### config.mk
export PLATFORM = sky130hd
export DESIGN_NAME = multicycle_control_fsm
export DESIGN_NICKNAME = d
export VERILOG_FILES = /design/src/rtl/risc_v_ctrl_pkg.sv /design/src/rtl/inst_decoder.sv /design/src/rtl/multicycle_control_fsm.sv
export SDC_FILE = /design/constraint.sdc
export NUM_CORES = 1
export LEC_CHECK = 0
export CORE_MARGIN = 3
export CORE_UTILIZATION = 43
export DETAILED_ROUTE_END_ITERATION = 6
export GPL_ROUTABILITY_DRIVEN = 0
export PLACE_DENSITY_LB_ADDON = 0.2
export REMOVE_ABC_BUFFERS = 1
export SYNTH_ARGS = -nofsm -noshare
export SYNTH_HDL_FRONTEND = slang
export SYNTH_SLANG_ARGS = --single-unit
export TNS_END_PERCENT = 100
### constraint.sdc
create_clock -name clk -period 2.25 [get_ports clk]
set_input_delay 0.3375 -clock clk [delete_from_list [all_inputs] [get_ports clk]]
set_output_delay 0.3375 -clock clk [all_outputs]
set_load 0.03 [all_outputs]
### src/rtl/risc_v_ctrl_pkg.sv
// Shared encodings for the multi-cycle RV32I control unit: opcodes, funct fields,
// FSM states, instruction classes and the ALU/immediate/write-back select codes.
package risc_v_ctrl_pkg;

  localparam logic [6:0] OPC_LOAD   = 7'b0000011;
  localparam logic [6:0] OPC_OP_IMM = 7'b0010011;
  localparam logic [6:0] OPC_AUIPC  = 7'b0010111;
  localparam logic [6:0] OPC_STORE  = 7'b0100011;
  localparam logic [6:0] OPC_OP     = 7'b0110011;
  localparam logic [6:0] OPC_LUI    = 7'b0110111;
  localparam logic [6:0] OPC_BRANCH = 7'b1100011;
  localparam logic [6:0] OPC_JALR   = 7'b1100111;
  localparam logic [6:0] OPC_JAL    = 7'b1101111;

  localparam logic [2:0] F3_ADD_SUB = 3'b000;
  localparam logic [2:0] F3_SLL     = 3'b001;
  localparam logic [2:0] F3_SLT     = 3'b010;
  localparam logic [2:0] F3_SLTU    = 3'b011;
  localparam logic [2:0] F3_XOR     = 3'b100;
  localparam logic [2:0] F3_SRL_SRA = 3'b101;
  localparam logic [2:0] F3_OR      = 3'b110;
  localparam logic [2:0] F3_AND     = 3'b111;

  localparam logic [2:0] F3_BEQ  = 3'b000;
  localparam logic [2:0] F3_BNE  = 3'b001;
  localparam logic [2:0] F3_BLT  = 3'b100;
  localparam logic [2:0] F3_BGE  = 3'b101;
  localparam logic [2:0] F3_BLTU = 3'b110;
  localparam logic [2:0] F3_BGEU = 3'b111;

  localparam logic [2:0] F3_LB   = 3'b000;
  localparam logic [2:0] F3_LH   = 3'b001;
  localparam logic [2:0] F3_LW   = 3'b010;
  localparam logic [2:0] F3_LBU  = 3'b100;
  localparam logic [2:0] F3_LHU  = 3'b101;
  localparam logic [2:0] F3_SB   = 3'b000;
  localparam logic [2:0] F3_SH   = 3'b001;
  localparam logic [2:0] F3_SW   = 3'b010;
  localparam logic [2:0] F3_JALR = 3'b000;

  localparam logic [6:0] F7_BASE = 7'b0000000;
  localparam logic [6:0] F7_ALT  = 7'b0100000;

  typedef enum logic [2:0] {
    ST_FETCH  = 3'd0,
    ST_DECODE = 3'd1,
    ST_EXEC   = 3'd2,
    ST_MEM    = 3'd3,
    ST_WB     = 3'd4,
    ST_TRAP   = 3'd5
  } state_t;

  typedef enum logic [3:0] {
    CLS_ILLEGAL = 4'd0,
    CLS_R       = 4'd1,
    CLS_I       = 4'd2,
    CLS_LOAD    = 4'd3,
    CLS_STORE   = 4'd4,
    CLS_BRANCH  = 4'd5,
    CLS_JAL     = 4'd6,
    CLS_JALR    = 4'd7,
    CLS_LUI     = 4'd8,
    CLS_AUIPC   = 4'd9
  } inst_class_t;

  localparam logic [3:0] ALU_SEL_ADD    = 4'd0;
  localparam logic [3:0] ALU_SEL_SUB    = 4'd1;
  localparam logic [3:0] ALU_SEL_XOR    = 4'd2;
  localparam logic [3:0] ALU_SEL_OR     = 4'd3;
  localparam logic [3:0] ALU_SEL_AND    = 4'd4;
  localparam logic [3:0] ALU_SEL_SLL    = 4'd5;
  localparam logic [3:0] ALU_SEL_SRL    = 4'd6;
  localparam logic [3:0] ALU_SEL_SRA    = 4'd7;
  localparam logic [3:0] ALU_SEL_SLT    = 4'd8;
  localparam logic [3:0] ALU_SEL_SLTU   = 4'd9;
  localparam logic [3:0] ALU_SEL_PASS_B = 4'd10;

  localparam logic [2:0] IMM_SEL_R = 3'd0;
  localparam logic [2:0] IMM_SEL_I = 3'd1;
  localparam logic [2:0] IMM_SEL_S = 3'd2;
  localparam logic [2:0] IMM_SEL_B = 3'd3;
  localparam logic [2:0] IMM_SEL_U = 3'd4;
  localparam logic [2:0] IMM_SEL_J = 3'd5;

  localparam logic [1:0] WB_SEL_MEM = 2'b00;
  localparam logic [1:0] WB_SEL_ALU = 2'b01;
  localparam logic [1:0] WB_SEL_PC4 = 2'b10;

  // alt selects SUB for funct3=000 and SRA for funct3=101; ignored otherwise
  function automatic logic [3:0] alu_from_funct3(input logic [2:0] f3, input logic alt);
    logic [3:0] op;
    case (f3)
      F3_ADD_SUB: op = alt ? ALU_SEL_SUB : ALU_SEL_ADD;
      F3_SLL:     op = ALU_SEL_SLL;
      F3_SLT:     op = ALU_SEL_SLT;
      F3_SLTU:    op = ALU_SEL_SLTU;
      F3_XOR:     op = ALU_SEL_XOR;
      F3_SRL_SRA: op = alt ? ALU_SEL_SRA : ALU_SEL_SRL;
      F3_OR:      op = ALU_SEL_OR;
      F3_AND:     op = ALU_SEL_AND;
      default:    op = ALU_SEL_ADD;
    endcase
    return op;
  endfunction

endpackage

### src/rtl/inst_decoder.sv
// Combinational RV32I decoder: classifies the held IR, picks the immediate format
// and ALU operation, and flags encodings outside the supported integer set.
module inst_decoder
  import risc_v_ctrl_pkg::*;
#(
  parameter int INST_WIDTH = 32
) (
  input  logic [INST_WIDTH-1:0] ir,
  output inst_class_t           inst_class,
  output logic [2:0]            imm_sel,
  output logic [3:0]            alu_sel,
  output logic                  legal
);

  logic [6:0] opcode_s;
  logic [2:0] funct3_s;
  logic [6:0] funct7_s;
  logic       unused_fields_s;

  assign opcode_s = ir[6:0];
  assign funct3_s = ir[14:12];
  assign funct7_s = ir[31:25];
  // register and immediate fields are consumed by the datapath's own IR copy
  assign unused_fields_s = ^ir[24:7];

  // Opcode/funct decode into class, immediate format, ALU op and legality
  always_comb begin
    inst_class = CLS_ILLEGAL;
    imm_sel    = IMM_SEL_R;
    alu_sel    = ALU_SEL_ADD;
    legal      = 1'b0;
    case (opcode_s)
      OPC_OP: begin
        inst_class = CLS_R;
        alu_sel    = alu_from_funct3(funct3_s, funct7_s == F7_ALT);
        if (funct7_s == F7_BASE) begin
          legal = 1'b1;
        end else if (funct7_s == F7_ALT) begin
          legal = (funct3_s == F3_ADD_SUB) || (funct3_s == F3_SRL_SRA);
        end else begin
          legal = 1'b0;
        end
      end
      OPC_OP_IMM: begin
        inst_class = CLS_I;
        imm_sel    = IMM_SEL_I;
        alu_sel    = alu_from_funct3(funct3_s, (funct3_s == F3_SRL_SRA) && (funct7_s == F7_ALT));
        case (funct3_s)
          F3_SLL:     legal = (funct7_s == F7_BASE);
          F3_SRL_SRA: legal = (funct7_s == F7_BASE) || (funct7_s == F7_ALT);
          default:    legal = 1'b1;
        endcase
      end
      OPC_LOAD: begin
        inst_class = CLS_LOAD;
        imm_sel    = IMM_SEL_I;
        case (funct3_s)
          F3_LB, F3_LH, F3_LW, F3_LBU, F3_LHU: legal = 1'b1;
          default:                             legal = 1'b0;
        endcase
      end
      OPC_STORE: begin
        inst_class = CLS_STORE;
        imm_sel    = IMM_SEL_S;
        case (funct3_s)
          F3_SB, F3_SH, F3_SW: legal = 1'b1;
          default:             legal = 1'b0;
        endcase
      end
      OPC_BRANCH: begin
        inst_class = CLS_BRANCH;
        imm_sel    = IMM_SEL_B;
        case (funct3_s)
          F3_BEQ, F3_BNE, F3_BLT, F3_BGE, F3_BLTU, F3_BGEU: legal = 1'b1;
          default:                                         legal = 1'b0;
        endcase
      end
      OPC_JAL: begin
        inst_class = CLS_JAL;
        imm_sel    = IMM_SEL_J;
        legal      = 1'b1;
      end
      OPC_JALR: begin
        inst_class = CLS_JALR;
        imm_sel    = IMM_SEL_I;
        legal      = (funct3_s == F3_JALR);
      end
      OPC_LUI: begin
        inst_class = CLS_LUI;
        imm_sel    = IMM_SEL_U;
        alu_sel    = ALU_SEL_PASS_B;
        legal      = 1'b1;
      end
      OPC_AUIPC: begin
        inst_class = CLS_AUIPC;
        imm_sel    = IMM_SEL_U;
        legal      = 1'b1;
      end
      default: begin
        inst_class = CLS_ILLEGAL;
        legal      = 1'b0;
      end
    endcase
  end

endmodule

### src/rtl/multicycle_control_fsm.sv
// Multi-cycle RV32I control FSM (FETCH/DECODE/EXEC/MEM/WB/TRAP) with memory handshakes.
// Optional retired-instruction counter port `instret` enabled by defining CTRL_INSTRET_EN.
module multicycle_control_fsm
  import risc_v_ctrl_pkg::*;
#(
  parameter int INST_WIDTH    = 32,
  parameter int IMM_SEL_WIDTH = 3,
  parameter int ALU_SEL_WIDTH = 4,
  parameter int INSTRET_WIDTH = 32
) (
  input  logic                     clk,
  input  logic                     reset_n,
  input  logic [INST_WIDTH-1:0]    inst,
  input  logic                     imem_ready,
  input  logic                     dmem_ready,
  input  logic                     br_eq,
  input  logic                     br_lt,
  output logic                     imem_req,
  output logic                     ir_write,
  output logic                     dmem_req,
  output logic                     mem_write,
  output logic                     pc_write,
  output logic                     pc_sel,
  output logic [IMM_SEL_WIDTH-1:0] imm_sel,
  output logic                     reg_write_en,
  output logic                     br_un,
  output logic                     a_sel,
  output logic                     b_sel,
  output logic [ALU_SEL_WIDTH-1:0] alu_sel,
  output logic [1:0]               wb_sel,
  output logic                     illegal_inst,
`ifdef CTRL_INSTRET_EN
  output logic [INSTRET_WIDTH-1:0] instret,
`endif
  output logic                     busy
);

  state_t                state_r;
  state_t                state_next_s;
  logic [INST_WIDTH-1:0] ir_r;

  inst_class_t dec_class_s;
  logic [2:0]  dec_imm_sel_s;
  logic [3:0]  dec_alu_sel_s;
  logic        dec_legal_s;

  logic        dp_a_sel_s;
  logic        dp_b_sel_s;
  logic        taken_s;
  logic        is_mem_s;
  logic        is_jump_s;

  logic        imem_req_s;
  logic        ir_write_s;
  logic        dmem_req_s;
  logic        mem_write_s;
  logic        pc_write_s;
  logic        pc_sel_s;
  logic [2:0]  imm_sel_s;
  logic        reg_write_en_s;
  logic        br_un_s;
  logic        a_sel_s;
  logic        b_sel_s;
  logic [3:0]  alu_sel_s;
  logic [1:0]  wb_sel_s;
  logic        illegal_s;
  logic        busy_s;

  inst_decoder #(
    .INST_WIDTH(INST_WIDTH)
  ) u_decoder (
    .ir        (ir_r),
    .inst_class(dec_class_s),
    .imm_sel   (dec_imm_sel_s),
    .alu_sel   (dec_alu_sel_s),
    .legal     (dec_legal_s)
  );

  // PC is operand A for PC-relative targets; everything but R-type uses the immediate
  assign dp_a_sel_s = (dec_class_s == CLS_BRANCH) || (dec_class_s == CLS_JAL) ||
                      (dec_class_s == CLS_AUIPC);
  assign dp_b_sel_s = (dec_class_s != CLS_R);
  assign is_mem_s   = (dec_class_s == CLS_LOAD) || (dec_class_s == CLS_STORE);
  assign is_jump_s  = (dec_class_s == CLS_JAL) || (dec_class_s == CLS_JALR);

  // Branch condition from the comparator flags
  always_comb begin
    case (ir_r[14:12])
      F3_BEQ:           taken_s = br_eq;
      F3_BNE:           taken_s = ~br_eq;
      F3_BLT, F3_BLTU:  taken_s = br_lt;
      F3_BGE, F3_BGEU:  taken_s = ~br_lt;
      default:          taken_s = 1'b0;
    endcase
  end

  // State and IR registers
  always_ff @(posedge clk) begin
    if (!reset_n) begin
      state_r <= ST_FETCH;
      ir_r    <= '0;
    end else begin
      state_r <= state_next_s;
      if (ir_write_s) begin
        ir_r <= inst;
      end
    end
  end

  // Next-state and control decode
  always_comb begin
    state_next_s   = state_r;
    imem_req_s     = 1'b0;
    ir_write_s     = 1'b0;
    dmem_req_s     = 1'b0;
    mem_write_s    = 1'b0;
    pc_write_s     = 1'b0;
    pc_sel_s       = 1'b0;
    imm_sel_s      = IMM_SEL_R;
    reg_write_en_s = 1'b0;
    br_un_s        = 1'b0;
    a_sel_s        = 1'b0;
    b_sel_s        = 1'b0;
    alu_sel_s      = ALU_SEL_ADD;
    wb_sel_s       = WB_SEL_MEM;
    illegal_s      = 1'b0;
    busy_s         = 1'b0;
    case (state_r)
      ST_FETCH: begin
        imem_req_s = 1'b1;
        if (imem_ready) begin
          ir_write_s   = 1'b1;
          state_next_s = ST_DECODE;
        end else begin
          state_next_s = ST_FETCH;
        end
      end
      ST_DECODE: begin
        busy_s       = 1'b1;
        imm_sel_s    = dec_imm_sel_s;
        state_next_s = dec_legal_s ? ST_EXEC : ST_TRAP;
      end
      ST_EXEC: begin
        busy_s    = 1'b1;
        imm_sel_s = dec_imm_sel_s;
        a_sel_s   = dp_a_sel_s;
        b_sel_s   = dp_b_sel_s;
        alu_sel_s = dec_alu_sel_s;
        if (dec_class_s == CLS_BRANCH) begin
          br_un_s      = ir_r[13];
          pc_write_s   = 1'b1;
          pc_sel_s     = taken_s;
          state_next_s = ST_FETCH;
        end else if (is_mem_s) begin
          state_next_s = ST_MEM;
        end else begin
          state_next_s = ST_WB;
        end
      end
      ST_MEM: begin
        // ALU selects stay put so the datapath address remains stable across wait states
        busy_s      = 1'b1;
        imm_sel_s   = dec_imm_sel_s;
        a_sel_s     = dp_a_sel_s;
        b_sel_s     = dp_b_sel_s;
        alu_sel_s   = dec_alu_sel_s;
        dmem_req_s  = 1'b1;
        mem_write_s = (dec_class_s == CLS_STORE);
        if (!dmem_ready) begin
          state_next_s = ST_MEM;
        end else if (dec_class_s == CLS_STORE) begin
          pc_write_s   = 1'b1;
          state_next_s = ST_FETCH;
        end else begin
          state_next_s = ST_WB;
        end
      end
      ST_WB: begin
        busy_s         = 1'b1;
        imm_sel_s      = dec_imm_sel_s;
        a_sel_s        = dp_a_sel_s;
        b_sel_s        = dp_b_sel_s;
        alu_sel_s      = dec_alu_sel_s;
        reg_write_en_s = 1'b1;
        pc_write_s     = 1'b1;
        pc_sel_s       = is_jump_s;
        if (dec_class_s == CLS_LOAD) begin
          wb_sel_s = WB_SEL_MEM;
        end else if (is_jump_s) begin
          wb_sel_s = WB_SEL_PC4;
        end else begin
          wb_sel_s = WB_SEL_ALU;
        end
        state_next_s = ST_FETCH;
      end
      ST_TRAP: begin
        illegal_s    = 1'b1;
        state_next_s = ST_TRAP;
      end
      default: begin
        state_next_s = ST_FETCH;
      end
    endcase
  end

  // reset_n forces every output low immediately, not just after the next edge
  assign imem_req     = reset_n & imem_req_s;
  assign ir_write     = reset_n & ir_write_s;
  assign dmem_req     = reset_n & dmem_req_s;
  assign mem_write    = reset_n & mem_write_s;
  assign pc_write     = reset_n & pc_write_s;
  assign pc_sel       = reset_n & pc_sel_s;
  assign imm_sel      = reset_n ? IMM_SEL_WIDTH'(imm_sel_s) : '0;
  assign reg_write_en = reset_n & reg_write_en_s;
  assign br_un        = reset_n & br_un_s;
  assign a_sel        = reset_n & a_sel_s;
  assign b_sel        = reset_n & b_sel_s;
  assign alu_sel      = reset_n ? ALU_SEL_WIDTH'(alu_sel_s) : '0;
  assign wb_sel       = reset_n ? wb_sel_s : 2'b00;
  assign illegal_inst = reset_n & illegal_s;
  assign busy         = reset_n & busy_s;

`ifdef CTRL_INSTRET_EN
  logic [INSTRET_WIDTH-1:0] instret_r;

  // Retired-instruction counter, one count per PC update, wraps naturally
  always_ff @(posedge clk) begin
    if (!reset_n) begin
      instret_r <= '0;
    end else if (pc_write) begin
      instret_r <= instret_r + {{(INSTRET_WIDTH-1){1'b0}}, 1'b1};
    end
  end

  assign instret = instret_r;
`endif

endmodule

==> results of run 1 <==
[synthesized netlist by cell type (all sizes together) (2+ instances only)]
cell type / n / area (um^2)
a21o: 3 / 22.5
inv: 6 / 22.5
nor3b: 2 / 20.0
clkbuf: 9 / 33.8
or3b: 2 / 20.0
o21ai: 6 / 30.0
nand4b: 2 / 17.5
nand2: 45 / 169
a21boi: 18 / 135
nor2: 8 / 32.5
buf: 6 / 35.0
nand2b: 2 / 12.5
a21oi: 9 / 48.8
or4: 2 / 18.8
and2: 2 / 12.5
nor4: 4 / 40.0
dfxtp: 20 / 400
mux2i: 2 / 20.0
and3: 5 / 31.3
nor2b: 6 / 37.5
nand3b: 4 / 30.0
a211oi: 2 / 15.0
and4b: 2 / 20.0
nor3: 13 / 65.1
a221oi: 2 / 17.5
[cells by family (layout without fill, tap and decap cells)]
family | Yosys count | after routing | share of synthesized area, %
xor gates and xnor gates | 1 | 1 | 0.601
AOI/OAI and AO/OA | 49 | 49 | 24.9
and+or+nand+nor | 104 | 104 | 38.7
adders and majority gates | 1 | 1 | 0.687
DFF | 20 | 20 | 27.5
muxes | 2 | 2 | 1.37
buffers and inverters | 21 | 70 | 6.27
[final timing paths]
check,start,endpoint,slack (ns)
max reg2reg,ir_r[28]$_SDFFE_PN0P_,state_r[0]$_SDFF_PN0_,0.51
min,ir_r[26]$_SDFFE_PN0P_,ir_r[26]$_SDFFE_PN0P_,0.47
max,ir_r[6]$_SDFFE_PN0P_,alu_sel[2],0.02
min reg2reg,ir_r[26]$_SDFFE_PN0P_,ir_r[26]$_SDFFE_PN0P_,0.47
[power breakdown]
part / switching, W / internal [W] / total [W] / leakage, nW
combinational: 0.000244 / 0.000213 / 0.000457 / 0.656
sequential: 0.0000524 / 0.000395 / 0.000448 / 0.167
clock: 0.000112 / 0.0000987 / 0.000211 / 0.0210
total: 0.000409 / 0.000707 / 0.00112 / 0.844
[sequential cells by signal, summed over array words and instances, names as in the netlist]
signal and cells:
ir_r 17, state_r 3
[cell type report]
class | count | share of cell area, %
clock buffer | 4 | 1.77
inverter | 6 | 1.10
timing repair buffer | 60 | 25.2
tap | 44 | 2.69
sequential | 20 | 20.1
multi-input combinational | 157 | 49.1
[per-stage QoR]
stage | instance area, um^2 | setup slack, ns | std cells
2_1_floorplan | 1390 | 0.0296 | 183
3_3_place_gp | 1920 | 0.0395 | 283
3_5_place_dp | 1920 | 0.0112 | 283
4_1_cts | 2010 | -0.0104 | 291
5_1_grt | 2050 | -0.0687 | 291
6_report | 2050 | 0.0184 | 291
[worst reg2reg max path: cells and delay by family, from the launching register on]
family	cells	cell delay, ns
and+or+nand+nor	2	0.66
DFF	1	0.33
AOI/OAI and AO/OA	3	0.47
buffers and inverters	1	0.17
[per-layer routing]
metal / up-vias / global-route usage [%]
li1: 795 / -
met1: 676 / 28.7
met2: 72 / 32.9
met3: 6 / 3.16
met4: 0 / 6.33
met5: - / 0
[what timing repair did]
| item | CTS | global route |
|---|---|---|
| setup endpoints to repair | 2 | 6 |
| gates resized for setup | 12 | 9 |
| hold endpoints to repair | 0 | 0 |
| pin swaps | 5 | 1 |
| buffers inserted | 4 | 0 |
==> run metrics, run 1 <==
share of cells above drive strength 1=about a quarter; Core Util, Final=~65%; die width=64.2 um; fillers=321; Fin Clk Skew=between 0.003 and 0.004 ns; r2r worst-path depth=6; Max Clk Rate=approximately 450 MHz; max_slew headroom=between 70% and 80%; EDFF count, synth=0; DR WL/cell=about 14 um; Primary FF master, synth=dfxtp_1; critical-path cell list=or3b_4, or4_4, nor3b_2, buf_4; RSZ-0062 raised after global routing=yes; clock latency reported for the late side of the worst-skew pair=0.30 ns; met3 wire length=262 um; Yosys warning count=0; Seq. cell area=between 400 and 500 um^2; H-Tree Depth=1; GRT Overall Usage=between 20 and 25%; worst path bufs/invs=1; gr ovfl total=0; cts hold-fix bufs=0; WL met2=roughly 1.8 mm; Worst setup SP type=register; hold path cells=2; critical path class=reg -> out; synthesis-to-finish area growth=40.5%; worst-path maximum fanout=4; TritonRoute pass-1 iters=4; Gate Count Post-Synth=198; P_leak=between 0.8 and 0.9 nW; Worst IR Drop VDD=0.231 mV; Setup Viol. Count Final=0; commonest cells after routing, fill and taps aside=nand2_1 (45), buf_4 (36), clkdlybuf4s50_1 (21); clk buf depth=2; initial antenna violation count=0; minimum clock period=2.23 ns; PortBufs=43; global-route wire length before repair=between 6 and 7 mm; Crit path depth=4; kind of cell adding the most delay to the critical path=simple AND/OR/NAND/NOR gates; drt initial violations=114; Async S/R FF share, synth=0%; routed vias/inst=about 5.3; clk sinks=20; Yosys cell types=50; die height=around 64 um; setup TNS=0 ns; Pwr Density=approximately 550 nW/um^2; Worst Tran Pin Value=between 0.3 and 0.4 ns; WP data arrival=~1.9 ns; CTS tree=done; clock-pin slew on the worst setup and hold paths=0.11 ns; Top Ports=a little under 60; CP peak stage delay=~0.45 ns; final hold slack=0.473 ns; final-stage net count=~290; n_diodes=0; TritonCTS buffer count=3; die area=approximately 4000 um^2; Root Buffer=clkbuf_4; number of synthesized register bits=20; final hold violation count=0; fin. max-slew vios=0; Req. time, crit path=around 1.9 ns; Metal-1 WL=about 1.8 mm; area occupied by multi-input gates=between 1000 and 1500 um^2; crit path max-delay cell type=or4_4; routed wire length=3.97 mm; site row count=20; DRC=0; Core Area=around 3200 um^2; Avg Inst Size Synth=~7.4 um^2; status=complete, no violations; largest net degree at the start of global routing=19; Post-DRT Antenna Nets=0; Netlist Area Pre-Place=about 1500 um^2; CP endpoint kind=output pin; most common cell after layout, fill and taps aside=nand2_1; Tot Pwr=around 0.0011 W; number of global-route vias before repair=about 1500; type of the tightest min-delay check=reg -> reg; Final Cycle Share=99.2%; maxcap violations=0; post-DP HPWL=about 2.9 mm; sequential element share of the synthesized area=between 20% and 30%; uppermost layer routed=met4; Initial Util=a little under half; vias after detailed routing=about 1500
Power figures use the tool's default switching activity.
==> run 2, diff against run 1 <==
Settings changed: CORE_UTILIZATION 43 to 28, REMOVE_ABC_BUFFERS 1 to not set.
==> run 2 against run 1 <==
Worst hold slack worse by 0.0036 ns. Utilization down 22 points. Via count down 0.26%. Routed wire length up 2.9%. Non-clock buffer count unchanged. Critical path type unchanged. Critical endpoint unchanged.
==> run metrics, run 2 (synthesis results as in run 1) <==
final hold violation count=0; Sw Pwr=about 0.00042 W; minimum clock period=roughly 2.2 ns; largest net degree at the start of global routing=28; max reg flops=17; GRT Overall Usage=a little over an eighth; Setup Viol. Count Final=0; internal power=0.000761 W; Root Buffer=clkbuf_8; most common cell after layout, fill and taps aside=nand2_1; share of cells above drive strength 1=a little under a quarter; CP peak stage delay=just over 0.5 ns; PortBufs=43; critical-path cell list=nor2_4, and2_1, o21ai_1, or4_4, nor3b_2, buf_4; sequential fraction of design power=between 30% and 40%; post-DP HPWL=between 3 and 4 mm; Top reg by flops=ir_r; P_leak=0.832 nW; Sw Ratio=35.3%; setup TNS=0 ns; worst reg2reg setup slack=~0.47 ns; fin. max-slew vios=0; hold path cells=2; Critical Path Start=state_r[1]$_SDFF_PN0_; DRC=0; CP endpoint kind=output pin; Worst IR Drop VDD=slightly above 0.2 mV; max_slew headroom=slightly above 70%; H-Tree Depth=1; vias after detailed routing=approximately 1500; initial antenna violation count=0; die height=78.1 um; Core Util, Final=a little over two fifths; Worst setup SP type=register; r2r worst-path depth=6; Pwr Density=between 500 and 600 nW/um^2; gr ovfl total=0; clock-pin slew on the worst setup and hold paths=approximately 0.07 ns; die width=between 70 and 80 um; drt initial violations=68; worst r2r src=ir_r[28]$_SDFFE_PN0P_; n_diodes=0; synthesis-to-finish area growth=42.4%; Post-DRT Antenna Nets=0; number of global-route vias before repair=roughly 1400; clock latency reported for the late side of the worst-skew pair=0.26 ns; clk sinks=20; type of the tightest min-delay check=reg -> reg; CTS tree=done; clock share of power=23.1%; worst hold endpoint=ir_r[31]$_SDFFE_PN0P_; Seq. cell area=slightly above 400 um^2; Fin Clk Skew=slightly below 0.007 ns; site row count=25; die area=between 6000 and 7000 um^2; TritonRoute pass-1 iters=4; Req. time, crit path=~1.9 ns; final hold slack=roughly 0.47 ns; kind of cell adding the most delay to the critical path=simple AND/OR/NAND/NOR gates; Top Ports=59; DR WL/cell=about 13 um; maxcap violations=0; critical path class=reg -> out; final-stage net count=286; area occupied by multi-input gates=between 900 and 1000 um^2; clk buf depth=2; worst-path maximum fanout=6; TritonCTS buffer count=3; cts hold-fix bufs=0; global-route wire length before repair=about 6.8 mm; Synth Net Count=between 200 and 250; crit path max-delay cell type=or4_4; routed vias/inst=between 4 and 5; combinational fraction of design power=38.8%; status=complete, no violations; Core Area=4880 um^2; WP data arrival=1.83 ns; biggest regs=ir_r: 17 flops, state_r: 3 flops; hold path start=ir_r[31]$_SDFFE_PN0P_; Final Cycle Share=between 90% and 100%; worst path bufs/invs=1; Worst Tran Pin Value=0.420 ns; Max Clk Rate=462 MHz; Initial Util=around 30%; commonest cells after routing, fill and taps aside=nand2_1 (45), buf_4 (37), clkdlybuf4s50_1 (22); routed wire length=around 4.1 mm; fillers=between 500 and 600; RR Endpoint=state_r[0]$_SDFF_PN0_
==> run 2: power by group through the flow <==
stage	Clock [W]	Combinational, W	Sequential (W)
after floorplan	0	0.000306	0.000429
after global placement	0	0.000441	0.000448
after detailed placement	0	0.000441	0.000449
after CTS	0.000282	0.000442	0.000441
after global routing	0.000298	0.000503	0.000455
final	0.000272	0.000456	0.000448
==> run 2: layer usage <==
layer  up-vias  share of wire (%)  GRT usage [%]
li1        798                  -              -
met1       713                 51           20.0
met2        32                 44           20.4
met3         2                4.0           1.95
met4         0               0.78           3.67
met5         -                  0              0
==> run 2: how the worst max path moves through the flow <==
| stage | to | slack [ns] | cells after the start |
|---|---|---|---|
| after global routing | alu_sel[0] | -0.01 | 5 |
| after detailed placement | alu_sel[0] | 0.09 | 5 |
| after global placement | alu_sel[2] | 0.09 | 5 |
| after floorplan | alu_sel[1] | 0.10 | 5 |
| after CTS | alu_sel[0] | 0.004 | 6 |
| final | alu_sel[2] | 0.08 | 6 |
==> run 2: area by class of cell <==
class,count,share of cell area (%)
clock buffers,4,2.66
inverters,6,1.09
multi-input cells,157,48.2
flip-flops and latches,20,19.5
well taps,67,4.04
repair buffers,60,24.6
==> run 2: through the flow <==
step	worst slack [ns]	instance area, um^2	total power, W	std cells
floorplan	0.103	1460	0.000735	198
global placement	0.0923	1960	0.000889	308
detailed placement	0.0921	1960	0.000890	308
CTS	0.00441	2030	0.00117	313
global route	-0.0131	2070	0.00126	314
finish	0.0834	2070	0.00118	314
==> run 2: timing repair <==
item | 4_1_cts | 5_1_grt
buffers inserted | 1 | 1
resized for setup | 2 | 10
pin swaps | 0 | 3
setup endpoints to repair | 2 | 2
==> run 2: worst min-delay path: cells and delay by family (launching register included) <==
kind / cells / cell delay (ns)
flip-flops: 1 / 0.32
AND/OR/NAND/NOR: 1 / 0.05
AO/OA/AOI/OAI: 1 / 0.06
